[src/rtl/swap_ctl_sched.sv]
// rtl/swap_ctl_sched.sv - dual-rail control-channel scheduler for a swap element
// Arbitrates the two data-channel requests and runs a 4-phase handshake on ctl_a/ctl_b.
module swap_ctl_sched #(
  parameter int SYNC = 2,
  parameter int CW   = 8
) (
  input  logic          clk,
  input  logic          rst,
  input  logic          en,
  input  logic [1:0]    mode,
  input  logic          req0,
  input  logic          req1,
  output logic          ctl_a,
  output logic          ctl_b,
  input  logic          actl_i,
  output logic          busy,
  output logic          last_sel,
  output logic [CW-1:0] tok_cnt,
  output logic          err
);

  typedef enum logic [1:0] {S_IDLE, S_ARB, S_ASSERT, S_RELEASE} state_t;

  localparam logic [2:0] SETTLE = 3'(SYNC);

  logic [1:0]      rst_sync_q;
  logic            rst_n;
  logic [SYNC-1:0] r0_sync_q, r1_sync_q, a_sync_q;
  logic            r0s, r1s, as;
  logic [2:0]      settle_q, settle_d;
  logic            settled;
  logic            armed_q, armed_d;
  logic            as_prev_q;
  state_t          state_q, state_d;
  logic            ctl_a_q, ctl_a_d, ctl_b_q, ctl_b_d;
  logic            last_sel_q, last_sel_d;
  logic [CW-1:0]   tok_cnt_q, tok_cnt_d;
  logic            err_q, err_d;
  logic            grant, sel;

  // Reset asserts asynchronously and releases two clocks after rst rises.
  always_ff @(posedge clk or negedge rst) begin
    if (!rst) rst_sync_q <= 2'b00;
    else      rst_sync_q <= {rst_sync_q[0], 1'b1};
  end
  assign rst_n = rst_sync_q[1];

  always_ff @(posedge clk or negedge rst_n) begin
    if (!rst_n) begin
      r0_sync_q <= '0;
      r1_sync_q <= '0;
      a_sync_q  <= '0;
    end else begin
      r0_sync_q <= {r0_sync_q[SYNC-2:0], req0};
      r1_sync_q <= {r1_sync_q[SYNC-2:0], req1};
      a_sync_q  <= {a_sync_q[SYNC-2:0], actl_i};
    end
  end
  assign r0s = r0_sync_q[SYNC-1];
  assign r1s = r1_sync_q[SYNC-1];
  assign as  = a_sync_q[SYNC-1];

  // The ack synchroniser only reflects the real pin once it has refilled after
  // reset; until an ack low has been seen past that point, no token and no error.
  assign settled  = (settle_q == SETTLE);
  assign settle_d = settled ? settle_q : settle_q + 3'd1;
  assign armed_d  = armed_q | (settled & ~as);

  always_comb begin
    grant = 1'b0;
    sel   = 1'b0;
    case (mode)
      2'd0: begin
        if (r0s && r1s) begin grant = 1'b1; sel = ~last_sel_q; end
        else if (r0s)   begin grant = 1'b1; sel = 1'b0; end
        else if (r1s)   begin grant = 1'b1; sel = 1'b1; end
      end
      2'd1: begin
        if (r0s)        begin grant = 1'b1; sel = 1'b0; end
        else if (r1s)   begin grant = 1'b1; sel = 1'b1; end
      end
      2'd2: begin
        if (r1s)        begin grant = 1'b1; sel = 1'b1; end
        else if (r0s)   begin grant = 1'b1; sel = 1'b0; end
      end
      default: begin
        sel   = ~last_sel_q;
        grant = sel ? r1s : r0s;
      end
    endcase
  end

  always_ff @(posedge clk or negedge rst_n) begin
    if (!rst_n) state_q <= S_IDLE;
    else        state_q <= state_d;
  end

  always_comb begin
    state_d = state_q;
    case (state_q)
      S_IDLE:    if (en && armed_q && !as && (r0s || r1s)) state_d = S_ARB;
      S_ARB:     state_d = grant ? S_ASSERT : S_IDLE;
      S_ASSERT:  if (as)  state_d = S_RELEASE;
      S_RELEASE: if (!as) state_d = S_IDLE;
      default:   state_d = S_IDLE;
    endcase
  end

  always_comb begin
    ctl_a_d    = ctl_a_q;
    ctl_b_d    = ctl_b_q;
    last_sel_d = last_sel_q;
    tok_cnt_d  = tok_cnt_q;
    err_d      = err_q | ((state_q == S_IDLE) && armed_q && as && !as_prev_q);
    case (state_q)
      S_ARB: begin
        if (grant) begin
          ctl_a_d    = ~sel;
          ctl_b_d    = sel;
          last_sel_d = sel;
        end
      end
      S_ASSERT: begin
        if (as) begin
          ctl_a_d = 1'b0;
          ctl_b_d = 1'b0;
        end
      end
      S_RELEASE: if (!as) tok_cnt_d = tok_cnt_q + CW'(1);
      default: ;
    endcase
  end

  always_ff @(posedge clk or negedge rst_n) begin
    if (!rst_n) begin
      ctl_a_q    <= 1'b0;
      ctl_b_q    <= 1'b0;
      last_sel_q <= 1'b1;
      tok_cnt_q  <= '0;
      err_q      <= 1'b0;
      settle_q   <= 3'd0;
      armed_q    <= 1'b0;
      as_prev_q  <= 1'b0;
    end else begin
      ctl_a_q    <= ctl_a_d;
      ctl_b_q    <= ctl_b_d;
      last_sel_q <= last_sel_d;
      tok_cnt_q  <= tok_cnt_d;
      err_q      <= err_d;
      settle_q   <= settle_d;
      armed_q    <= armed_d;
      as_prev_q  <= as;
    end
  end

  assign ctl_a    = ctl_a_q;
  assign ctl_b    = ctl_b_q;
  assign last_sel = last_sel_q;
  assign tok_cnt  = tok_cnt_q;
  assign err      = err_q;
  assign busy     = (state_q == S_ASSERT) || (state_q == S_RELEASE);

endmodule

[config.mk]
export PLATFORM = sky130hd
export DESIGN_NAME = swap_ctl_sched
export DESIGN_NICKNAME = d
export VERILOG_FILES = /design/src/rtl/swap_ctl_sched.sv
export SDC_FILE = /design/constraint.sdc
export NUM_CORES = 1
export LEC_CHECK = 0
export ABC_AREA = 1
export CAP_MARGIN = 0
export CORE_MARGIN = 2
export CORE_UTILIZATION = 51
export CTS_CLUSTER_DIAMETER = 80
export DETAILED_ROUTE_END_ITERATION = 12
export PLACE_DENSITY = 0.84
export RECOVER_POWER = 100
export SKIP_LAST_GASP = 1
export SYNTH_ARGS = -nofsm -noshare
export SYNTH_HDL_FRONTEND = slang
export SYNTH_SLANG_ARGS = --single-unit
[constraint.sdc]
create_clock -name clk -period 1.1 [get_ports clk]
set_input_delay 0.165 -clock clk [delete_from_list [all_inputs] [get_ports clk]]
set_output_delay 0.165 -clock clk [all_outputs]
set_load 0.02 [all_outputs]
==> impl_metrics.tcl, run 1 <==
set metrics [dict create \
    outcome "finished with violations" \
    violations "negative setup slack" \
    synth_largest_area_cell "dfrtp_1" \
    clk_pin_slew_worst_paths_ps 150 \
    grt_pass1_vias 1130 \
    slew-limit-headroom 0.655 \
    critical_path.reg2reg.startpoint "tok_cnt[0]" \
    route.final.wire_length_um 3560 \
    grt_pass1_wl_um 5030 \
    wl_per_cell_um 16.2 \
    layout.core_utilization 0.842 \
    synth_enable_flop_cells 0 \
    hpwl_detailed_um 1960 \
    grt_util_all_layers 0.256 \
    synth.yosys.warnings 0 \
    max-vdd-ir-drop_uv 1300 \
    core_area_um2 2250 \
    areal_power_density_over_the_cells_nw_per_um2 1850 \
    synth.cells.most_frequent "nand2_1 (35), inv_1 (28), dfrtp_1 (26)" \
    layout-drive-gt1-share 0.411 \
    floorplan.initialDensity 0.552 \
    primary_flip_flop_cell_chosen_by_synthesis_mapping "dfrtp_1" \
    post_synth_num_cell_types 19 \
    grt_remaining_overflow 0 \
    setup-tns-final_ps -879 \
    worst_reg_to_reg_cells 7 \
    reg2reg_to "tok_cnt[7]" \
    critical_path.max_stage_delay_ps 460 \
    num-nets-final 208 \
    cp_cell_sequence "buf_6 -> inv_1 -> nor2_4 -> nand4_1 -> nand2_1 -> nand2_1 -> nand2_1" \
    drt-vias-per-instance 5.11 \
    p_total_mw 3.52 \
    remaining_drc_errors 0 \
    power_leakage_nw 0.981 \
    initial_antenna_violation_count 0 \
    dr_iter_0_viols 23 \
    crit_path_end_kind "register" \
    dieArea_um2 2850 \
    fin_crit_ps 1210 \
    cts_made_buffers 3 \
    async_flop_share 1.00 \
    placementRows 17 \
    max_freq_mhz 828 \
    timing_worst_slew_pin_value_ps 518 \
    cts_tree "built" \
    final.period_utilization 1.10 \
    grt_max_degree 22 \
    critPathTopFamily "flip-flops" \
    setup_viol 13 \
    synth.yosys.seq_area_share 0.544 \
    ys_top_cells_by_area "dfrtp_1 (52%), nand2_1 (11%), inv_1 (8.5%), ha_1 (7.0%), nand3_1 (4.4%)" \
    num_antenna_cells 0 \
    cp.required_ps 1340 \
    dr.pass1.iters 4 \
    final_hold_violation_count 0 \
    setup.worst_path.start_class "register" \
    finClkSkew_ps 3.01 \
    grt_setup_unrepaired "true" \
    timing.final.ws_setup_ps -108 \
    cts.root.buffer_cell "clkbuf_4" \
    clk_latency_ps 330 \
    cp_num_buf_inv 2 \
    yosysTopAreaCellShare 0.523 \
    most_frequently_used_cell_type_in_the_post_synthesis_netlist "nand2_1" \
    cp.depth 7 \
    route.vias.total 1124 \
    crit_path_max_fanout 3 \
    synth_cells 139 \
    criticalPathCategory "register to register" \
    timing.reg2reg.setup_slack_ps -110 \
    htree_num_levels 1 \
    timing.critical_path.arrival_ps 1450 \
    port_buffers 20 \
    cts.sink_count 27 \
    hold_path.class "register to async pin" \
    syn-num-nets 154 \
    timing.max_cap.violations 0 \
    die_height_um 53.4 \
    worst_path_most_repeated_cell "nand2_1" \
    maxSlewViolCount 0 \
    gp_congestion 0.787 \
    library_cell_contributing_the_largest_single_delay_on_the_critical_path "dfrtp_2" \
    route.antenna.remaining_nets 0 \
    top_level_ports 21 \
    die_x_um 53.4 \
    syn_area_per_cell_um2 8.95 \
    clock_path_buffers 2 \
    syn_area_um2 1240 \
    area_growth_pct 52.6 \
    post_synthesis_sequential_element_count 27 \
]
## sequential cells by signal, summed over array words and instances (netlist names), named ones only
| name | count |
|---|---|
| as_prev_q | 1 |
| err | 1 |
| rst_sync_q | 2 |
| tok_cnt | 8 |
| last_sel | 1 |
| settle_q | 3 |
| r0_sync_q | 2 |
| ctl_b | 1 |
| state_q | 1 |
| armed_q | 1 |
| r1_sync_q | 2 |
| a_sync_q | 2 |
| ctl_a | 1 |
## layer usage
metal / up-vias / wire length [um] / part of all wire / global-route usage
met5: - / 0 / 0 / 0
met3: 13 / 116 / 0.033 / 0.0424
li1: 524 / - / - / -
met1: 561 / 1290 / 0.36 / 0.273
met4: 0 / 146 / 0.041 / 0.179
met2: 26 / 2000 / 0.56 / 0.451
## power by group
| part | switching [mW] | internal (mW) | total [mW] |
|---|---|---|---|
| registers | 0.172 | 1.19 | 1.36 |
| logic | 0.867 | 0.841 | 1.71 |
| clock network | 0.309 | 0.137 | 0.446 |
| total | 1.35 | 2.17 | 3.52 |
## logic make-up after synthesis
group | Yosys count | share of synthesized area
adders and majority gates | 7 | 0.0704
AOI/OAI and AO/OA | 6 | 0.0292
other | 1 | 0.00302
DFF | 27 | 0.544
xor gates and xnor gates | 6 | 0.0423
and+or+nand+nor | 63 | 0.223
buffers and inverters | 29 | 0.0875
## worst reg2reg max path: stages (launching register included)
cell     delay (ps)
dfrtp_2         460
buf_6           130
inv_1           140
nor2_4           70
nand4_1         120
nand2_1          80
nand2_1          70
nand2_1          50
## worst max-delay path by stage
stage	slack, ps	endpoint	startpoint
2_1_floorplan	-20	ctl_b	last_sel
3_3_place_gp	-440	ctl_b	mode[0]
3_5_place_dp	-570	ctl_b	mode[0]
4_1_cts	-100	last_sel	last_sel
5_1_grt	-170	ctl_b	last_sel
6_report	-110	tok_cnt[7]	tok_cnt[0]
## through the flow
stage	instance area [um2]	setup slack [ps]	hold slack (ps)	std cells
6_report	1900	-108	85.9	220
5_1_grt	1900	-171	102	220
4_1_cts	1750	-103	114	215
3_5_place_dp	1640	-570	101	204
3_3_place_gp	1640	-443	92.1	204
2_1_floorplan	1260	-23.2	-131	139
## layout by cell type (no fill, tap or decap), types with 2 or more instances in the layout
cell,count
nand2_1,30
inv_1,22
dfrtp_1,22
buf_6,21
buf_4,16
nor2_1,8
inv_2,6
nand3_2,6
dlygate4sd3_1,5
nor2_4,4
nand3_1,4
xor2_1,4
nand2_2,4
ha_1,4
clkbuf_4,4
dfrtp_2,4
ha_4,3
o21ai_1,2
nand3_4,2
nand4_1,2
dlygate4sd2_1,2
buf_2,2
## repair_timing
| action | in CTS | in global routing |
|---|---|---|
| buffers inserted | 6 | 5 |
| endpoints found under the setup margin | 22 | 27 |
| resized for setup | 82 | 40 |
| hold buffers | 1 | 0 |
| pin swaps | 13 | 15 |
| hold endpoints to repair | 2 | 0 |
## area by class of cell
| type | instances | area [um2] |
|---|---|---|
| multi-input cells | 83 | 588 |
| clock inverters | 1 | 5.00 |
| fillers | 114 | 357 |
| flip-flops and latches | 27 | 682 |
| repair buffers | 50 | 460 |
| well taps | 28 | 35.0 |
| inverters | 28 | 105 |
| clock buffers | 3 | 22.5 |
Note: power is estimated with default switching activity, not from simulation.
==> run 2, diff against run 1 <==
--- a/config.mk
+++ b/config.mk
@@ -6,7 +6,7 @@
 export NUM_CORES = 1
 export LEC_CHECK = 0
 export ABC_AREA = 1
-export CAP_MARGIN = 0
+export CAP_MARGIN = 40
 export CORE_MARGIN = 2
 export CORE_UTILIZATION = 51
 export CTS_CLUSTER_DIAMETER = 80
==> results of run 2 <==
No change in the layout: final DEF, timing and power equal those of run 1.
==> run 3, diff against run 2 <==
--- a/config.mk
+++ b/config.mk
@@ -14,6 +14,7 @@
 export PLACE_DENSITY = 0.84
 export RECOVER_POWER = 100
 export SKIP_LAST_GASP = 1
+export SLEW_MARGIN = 20
 export SYNTH_ARGS = -nofsm -noshare
 export SYNTH_HDL_FRONTEND = slang
 export SYNTH_SLANG_ARGS = --single-unit
==> results of run 3 <==
No change in the layout: final DEF, timing and power equal those of run 1.
